<file path="config.mk">
export PLATFORM = sky130hd
export DESIGN_NAME = registro_ex_mem
export DESIGN_NICKNAME = d
export VERILOG_FILES = /design/src/rtl/registro_ex_mem.sv
export SDC_FILE = /design/constraint.sdc
export NUM_CORES = 1
export LEC_CHECK = 0
export ABC_AREA = 1
export BUFFER_PORTS_ARGS = -buffer_cell sky130_fd_sc_hd__buf_2
export CAP_MARGIN = 20
export CORE_UTILIZATION = 40
export DETAILED_ROUTE_END_ITERATION = 6
export PLACE_DENSITY = 0.64
export SLEW_MARGIN = 0
export SYNTH_ARGS = -nofsm -noshare
export SYNTH_HDL_FRONTEND = slang
export SYNTH_SLANG_ARGS = --single-unit
</file>
<file path="constraint.sdc">
create_clock -name clk -period 4.8 [get_ports clk]
set_clock_uncertainty 0.05 [all_clocks]
set_input_delay 0.96 -clock clk [delete_from_list [all_inputs] [get_ports clk]]
set_output_delay 0.96 -clock clk [all_outputs]
set_load 0.005 [all_outputs]
</file>
<file path="src/rtl/registro_ex_mem.sv">
`default_nettype none
// ============================================================================
// Module   : registro_ex_mem
// Purpose  : EX/MEM pipeline register. Captures ULA result and flags, resolves
//            blt/bgt from the captured sign flag, squashes the branch shadow.
//            Optional taken-branch counter under `CONTADOR_DESVIO_EN.
// Revision : 1.0 - initial release
// ============================================================================
module registro_ex_mem #(
    parameter int LARGURA = 32,
    parameter int BOLHAS  = 2
) (
    input  logic               clk,
    input  logic               rst,
    input  logic               valid_in,
    input  logic               stall,
    input  logic               flush,
    input  logic [LARGURA-1:0] result,
    input  logic               zero,
    input  logic               negativo,
    input  logic [1:0]         origULA,
    input  logic [2:0]         selec,
    input  logic [4:0]         rd_addr,
    input  logic               reg_write,
    input  logic [LARGURA-1:0] pc_in,
    input  logic [LARGURA-1:0] imed,
    output logic               ready_in,
    output logic               valid_out,
    output logic [LARGURA-1:0] result_out,
    output logic               zero_out,
    output logic               negativo_out,
    output logic [4:0]         rd_addr_out,
    output logic               reg_write_out,
    output logic               desvio,
    output logic [LARGURA-1:0] pc_desvio
`ifdef CONTADOR_DESVIO_EN
    ,
    output logic [31:0]        contador_desvio
`endif
);

    localparam logic [1:0] c_ORIG_CMP = 2'b10;
    localparam logic [2:0] c_SEL_BLT  = 3'b001;
    localparam logic [2:0] c_SEL_BGT  = 3'b010;
    localparam logic [2:0] c_BOLHAS   = 3'(BOLHAS);

    logic       w_accept;
    logic       w_is_cmp;
    logic       w_taken;
    logic       w_in_shadow;
    logic [2:0] r_sombra;

    assign ready_in    = ~stall;
    assign w_accept    = valid_in & ~stall & ~flush;
    assign w_is_cmp    = (origULA == c_ORIG_CMP);
    assign w_taken     = w_is_cmp && ((selec == c_SEL_BLT) || (selec == c_SEL_BGT)) && negativo;
    assign w_in_shadow = (r_sombra != 3'd0);

    always_ff @(posedge clk or posedge rst) begin
        if (rst) begin
            valid_out     <= 1'b0;
            result_out    <= '0;
            zero_out      <= 1'b0;
            negativo_out  <= 1'b0;
            rd_addr_out   <= 5'd0;
            reg_write_out <= 1'b0;
            desvio        <= 1'b0;
            pc_desvio     <= '0;
            r_sombra      <= 3'd0;
        end else if (flush) begin
            valid_out     <= 1'b0;
            reg_write_out <= 1'b0;
            desvio        <= 1'b0;
            r_sombra      <= 3'd0;
        end else if (stall) begin
            // Everything holds so a pending desvio pulse survives the stall.
        end else if (w_accept) begin
            result_out   <= result;
            zero_out     <= zero;
            negativo_out <= negativo;
            rd_addr_out  <= rd_addr;
            if (w_in_shadow) begin
                valid_out     <= 1'b0;
                reg_write_out <= 1'b0;
                desvio        <= 1'b0;
                r_sombra      <= r_sombra - 3'd1;
            end else begin
                valid_out     <= 1'b1;
                reg_write_out <= reg_write & ~w_is_cmp;
                desvio        <= w_taken;
                if (w_taken) begin
                    pc_desvio <= pc_in + imed;
                    r_sombra  <= c_BOLHAS;
                end
            end
        end else begin
            // Idle cycles are not instructions, so the shadow count is kept.
            valid_out     <= 1'b0;
            reg_write_out <= 1'b0;
            desvio        <= 1'b0;
        end
    end

`ifdef CONTADOR_DESVIO_EN
    always_ff @(posedge clk or posedge rst) begin
        if (rst) begin
            contador_desvio <= 32'd0;
        end else if (w_accept && !w_in_shadow && w_taken) begin
            contador_desvio <= contador_desvio + 32'd1;
        end
    end
`endif

endmodule
`default_nettype wire

</file>
==> results of run 1 <==
-- per-layer routing --
layer / vias up / part of all wire, % / routed length (um) / global-route usage (%)
li1: 2883 / - / - / -
met1: 2374 / 46 / 6860 / 28.9
met2: 140 / 48 / 7020 / 37.8
met3: 18 / 4.2 / 627 / 3.55
met4: 0 / 1.8 / 260 / 5.52
met5: - / 0 / 0 / 0
-- cell families after synthesis --
logic type	Yosys count	share of synthesized area [%]
AOI/OAI and AO/OA	48	4.74
and+or+nand+nor	509	38.6
xor gates and xnor gates	15	2.46
adders and majority gates	34	8.12
DFF	77	36.2
buffers and inverters	139	9.95
-- worst max-delay path: stages --
cell     delay, ps
buf_2          140
inv_2           60
nand2_1         50
inv_2           80
nand2_4        260
nor2_2         190
inv_2           80
nor2_8         340
inv_2          270
a21oi_1        170
o21ai_1         80
o21ai_1         70
inv_1           40
-- synthesized netlist by cell type, types with 2 or more instances --
| master | number |
|---|---|
| o21bai_1 | 3 |
| inv_2 | 6 |
| xor2_1 | 2 |
| xnor2_1 | 13 |
| clkbuf_1 | 7 |
| buf_2 | 4 |
| nand3_1 | 48 |
| ha_1 | 33 |
| o21ai_0 | 4 |
| nand4_1 | 5 |
| a21oi_1 | 30 |
| inv_1 | 121 |
| nor3_1 | 4 |
| o21ai_1 | 8 |
| nand3b_1 | 4 |
| nor2_1 | 50 |
| nand2_1 | 393 |
| dfrtp_1 | 77 |
-- per-stage QoR --
stage | setup WS, ps | instance area [um2] | std cells | hold WS (ps)
2_1_floorplan | 1820 | 5330 | 822 | 415
3_3_place_gp | 1840 | 6450 | 1172 | 404
3_5_place_dp | 1810 | 6450 | 1172 | 410
4_1_cts | 2160 | 6750 | 1188 | 426
5_1_grt | 1920 | 6750 | 1188 | 440
6_report | 2180 | 6750 | 1188 | 420
-- area by class of cell --
class / instances / area (um2) / area share [%]
Tap cell: 172 / 215 / 3.19
Inverter: 127 / 478 / 7.08
Sequential cell: 77 / 1930 / 28.6
Clock buffer: 9 / 225 / 3.34
Timing Repair Buffer: 190 / 956 / 14.2
Clock inverter: 7 / 73.8 / 1.09
Multi-Input combinational cell: 606 / 2870 / 42.6
-- path summary, 6_finish.rpt --
check,from,endpoint,slack (ps),cells past startpoint
worst min register to register,rd_addr_out[0],rd_addr_out[0],420,2
worst max-delay path,stall,pc_desvio[4],2180,13
worst max register to register,r_sombra[0],pc_desvio[4],2580,11
min in group asynchronous,rst,result_out[2],700,2
max in group asynchronous,rst,r_sombra[1],3110,3
worst min-delay path,rd_addr_out[0],rd_addr_out[0],420,2
-- registers in the layout (all words and copies together), names as in the netlist --
signal and count:
pc_desvio 32, result_out 32, rd_addr_out 5, r_sombra 3, desvio 1, negativo_out 1
reg_write_out 1, valid_out 1, zero_out 1
-- power groups by stage --
stage	clock network (mW)	logic, mW	registers [mW]
2_1_floorplan	0	0.377	0.837
4_1_cts	0.689	0.652	0.829
5_1_grt	0.714	0.739	0.843
3_5_place_dp	0	0.650	0.839
6_report	0.675	0.645	0.830
3_3_place_gp	0	0.641	0.840
==> summary.txt, run 1 <==
STA
  • Final setup TNS: 0 ps
  • Max_slew headroom: 48.4%
  • F_max: 381 MHz
  • Slew Viols, Final: 0
  • Worst slew pin tran: 773 ps
  • Final setup fails: 0
  • Final Hold Fails: 0
  • RSZ-0062 raised after global routing: false
  • Period utilisation layout: 54.7%
  • Fin crit period: 2620 ps

Global routing
  • Vias in the first global route: 4964
  • All-Layer GR Usage: 22.1%
  • Initial antenna violation count: 0
  • Gr ovfl total: 0
  • Pin count of the biggest net entering global routing: 47
  • First-pass GRT wire length: 24500 um

Pwr
  • Combinational share of power: 30.0%
  • Pleak: 4.28 nW
  • Peak supply drop: 0.198 mV
  • Clock share of power: 31.4%
  • Psw: 717 uW
  • Sw frac: 33.3%
  • P per Cell Area: 319 mW/mm2
  • P_int: 1.43 mW
  • Total chip power: 2.15 mW
  • Sequential Power Share: 38.6%

Synth
  • Area fraction of the dominant cell type after synthesis: 36.2%
  • Netlist Area Pre-Place: 0.00533 mm2
  • Mean post-synth cell area: 6.48 um2
  • Post-Syn Nets: 970
  • Yosys warns: 0
  • Seq cells post-synth: 77
  • Post-Synthesis Cells: 822
  • Post-synthesis cell type count: 28
  • Number of synthesized flops with an enable pin: 0
  • Register area share after synthesis: 36.2%
  • Async set or reset register ratio after synthesis: 100%
  • Synth top area cells: dfrtp_1 36%, nand2_1 28%, inv_1 8.5%, ha_1 7.7%, nand3_1 4.5%
  • Ys flop type: dfrtp_1
  • Post-synth top area cell: dfrtp_1

Worst hold path
  • Worst min-delay path class: reg -> reg

Detailed routing
  • Via Count: 5415
  • Wirelength per Cell: 12.4 um
  • Pre-antenna DRT Iters: 5
  • Post-route DRC: 0
  • Antenna Nets Post-Route: 0
  • Post-Route WL: 14800 um
  • Drt via density: 4.56
  • Initial drt markers: 362

Clock network
  • # H-tree levels: 3
  • CTS tree: done
  • Clock Path Buffers: 2
  • Postcts setup bufs: 0
  • Worst-path clk slew: 60 ps
  • CTS Buf Count: 9
  • Post-CTS Resized: 0
  • Hold buffer count at CTS: 0
  • Num Clock Sinks: 77
  • Root Buffer: clkbuf_16
  • Clock latency on the worst-skew pair: 330 ps

Die
  • I/O pins: 189
  • Rows: 41
  • Initial Utilization: 41.6%
  • DIE HEIGHT: 117 um
  • Core ar.: 0.0128 mm2
  • Die area: 0.0138 mm2
  • Die W: 117 um

Worst setup path
  • Crit Path Category: in -> reg
  • Crit Path Max Fanout: 43
  • Worst EP required: 4980 ps
  • Setup crit end kind: register
  • Startpoint Class: primary input
  • CP Data Arrival Time: 2800 ps

Placement
  • Post-DP HPWL: 12000 um
  • Port bufs: 188
  • Placer Congestion: 0.890

Outcome
  • Status: finished clean

Cells and area
  • Fill cells: 1358
  • Share of layout cells above drive strength 1: 21.5%
  • Commonest non-fill, non-tap cells in the layout: 393 x nand2_1, 188 x buf_2, 120 x inv_1, 77 x dfrtp_1, 50 x nor2_1
  • Ant. Diodes: 0
  • Area Overhead vs Synth: 26.6%
  • Fin nets: 1159
  • Final core area utilization: 52.6%
  • Leading cell type in the layout, fill and taps excluded: nand2_1

Run
  • Max-Cap Viols: 0
Power figures use the tool's default switching activity.
==> run 2: changes to the inputs <==
clock period = 2.55 ns   (was 4.8 ns; I/O delays follow)
==> run 2 against run 1 <==
Compared with the run above:
- global-route usage rose by 0.36 points
- sequential share of layout area barely moved
- non-clock buffer count rose by 4
- clock power rose by 70%
- register-to-register slack got worse by 1900 ps
==> summary.txt, run 2 (synthesis gave the netlist of run 1 again) <==
Detailed routing
  • Antenna Nets Post-Route: 0
  • Post-Route WL: 14800 um
  • Wirelength per Cell: 12.4 um
  • Pre-antenna DRT Iters: 4
  • Drt via density: 4.57
  • Initial drt markers: 249
  • Post-route DRC: 0
  • Via Count: 5438

Clock network
  • Post-CTS Resized: 0
  • Worst-path clk slew: 60 ps
  • Postcts setup bufs: 0
  • CTS Buf Count: 9
  • Clock latency on the worst-skew pair: 330 ps
  • CTS tree: done
  • Num Clock Sinks: 77
  • Hold buffer count at CTS: 0
  • # H-tree levels: 3
  • Root Buffer: clkbuf_16
  • Clock Path Buffers: 2

Pwr
  • Psw: 1.31 mW
  • Total chip power: 3.92 mW
  • Combinational share of power: 31.1%
  • Sw frac: 33.3%
  • Peak supply drop: 0.355 mV
  • P per Cell Area: 580 mW/mm2
  • Sequential Power Share: 39.5%
  • Clock share of power: 29.5%
  • Pleak: 4.29 nW
  • P_int: 2.61 mW

Placement
  • Port bufs: 188
  • Placer Congestion: 0.923
  • Post-DP HPWL: 12000 um

Global routing
  • First-pass GRT wire length: 24800 um
  • Initial antenna violation count: 0
  • Vias in the first global route: 5085
  • All-Layer GR Usage: 22.5%
  • Pin count of the biggest net entering global routing: 42
  • Gr ovfl total: 0

STA
  • F_max: 506 MHz
  • Slew Viols, Final: 0
  • Max_slew headroom: 54.3%
  • Worst slew pin tran: 686 ps
  • Final setup TNS: 0 ps
  • Fin crit period: 1980 ps
  • RSZ-0062 raised after global routing: false
  • Period utilisation layout: 77.6%
  • Final Hold Fails: 0
  • Final setup fails: 0

Cells and area
  • Final core area utilization: 52.7%
  • Leading cell type in the layout, fill and taps excluded: nand2_1
  • Biggest regs: pc_desvio (32), result_out (32), rd_addr_out (5)
  • Ant. Diodes: 0
  • Fill cells: 1354
  • Area Overhead vs Synth: 26.8%
  • Fin nets: 1163
  • Commonest non-fill, non-tap cells in the layout: 393 x nand2_1, 188 x buf_2, 120 x inv_1, 77 x dfrtp_1, 50 x nor2_1
  • Share of layout cells above drive strength 1: 21.6%

Worst setup path
  • Worst Path Buf+Inv: 1
  • Worst EP required: 2720 ps
  • FF-to-FF path depth: 10
  • Cells along the critical path: buf_2, ha_1, fa_1, nand3_1, nand3_1, nand3_1, nand3_1, nand2_1, nand3_1, nand3_1, nand2_1
  • Worst path slowest cell: fa_1
  • Startpoint Class: primary input
  • R2R Setup Slk: 670 ps
  • Crit Path Max Fanout: 4
  • CP dominant cell by count: nand3_1
  • CP Data Arrival Time: 2140 ps
  • Critical R2R Launch: r_sombra[0]
  • Crit Path Category: in -> reg
  • Critical Path Max Stage Delay: 450 ps
  • Setup crit end kind: register
  • Reg-to-reg endpoint: pc_desvio[14]
  • Top delay family on crit path: simple AND/OR/NAND/NOR gates

Die
  • Core ar.: 0.0128 mm2
  • Rows: 41
  • I/O pins: 189
  • Die area: 0.0138 mm2
  • DIE HEIGHT: 117 um
  • Die W: 117 um
  • Initial Utilization: 41.6%

Run
  • Max-Cap Viols: 0

Outcome
  • Status: finished clean

Worst hold path
  • Worst min-delay path class: in -> async
-- run 2: cell types whose count changed in the layout (fill, tap and decap cells not counted), sizes merged --
cell,delta
inv,-2
clkinv,-1
buf,+4
clkinvlp,+1
clkbuf,+2
bufinv,-1
-- run 2: per-layer routing --
metal	wire [um]	global-route usage (%)	up-vias
met1	6830	29.5	2411
met4	166	4.30	0
met5	0	0	-
li1	-	-	2893
met2	7190	38.6	123
met3	587	3.99	11
-- run 2: final cells by class --
class	count	area [um2]	area share (%)
clock buffer	11	243	3.59
clock inverter	4	25.0	0.370
inverter	127	478	7.07
multi-input combinational	606	2870	42.5
sequential	77	1930	28.5
tap	172	215	3.18
timing repair buffer	194	998	14.8
-- run 2: power by group through the flow --
stage	Combinational, mW	Sequential [mW]	Clock (mW)
floorplan	0.710	1.58	0
global placement	1.21	1.57	0
detailed placement	1.23	1.57	0
CTS	1.23	1.55	1.18
global route	1.39	1.57	1.23
finish	1.22	1.55	1.15
-- run 2: worst max path at each step --
stage                  start       endpoint  slack (ps)  cells past startpoint
CTS                 pc_in[0]  pc_desvio[20]         590                     11
finish              pc_in[0]  pc_desvio[28]         570                     11
detailed placement  pc_in[0]  pc_desvio[28]         240                     11
global route        pc_in[0]  pc_desvio[20]         390                     11
global placement    pc_in[0]  pc_desvio[28]         270                     11
floorplan                rst         desvio          20                      1
-- run 2: through the flow --
stage                     area (um2)  hold WS [ps]  std cells  worst slack (ps)
after floorplan                 5330           415        822              23.3
after global placement          6490           400       1176               272
after detailed placement        6490           407       1176               240
after CTS                       6760           227       1191               591
after global routing            6760           266       1191               391
final                           6760           207       1191               572
-- run 2: worst register-to-register path: cells and delay by family, from the launching register on --
kind / cells / cell delay, ps
flip-flops: 1 / 360
AO/OA/AOI/OAI: 1 / 60
buffers and inverters: 4 / 520
adder cells (fa/ha/maj): 1 / 150
AND/OR/NAND/NOR: 4 / 610
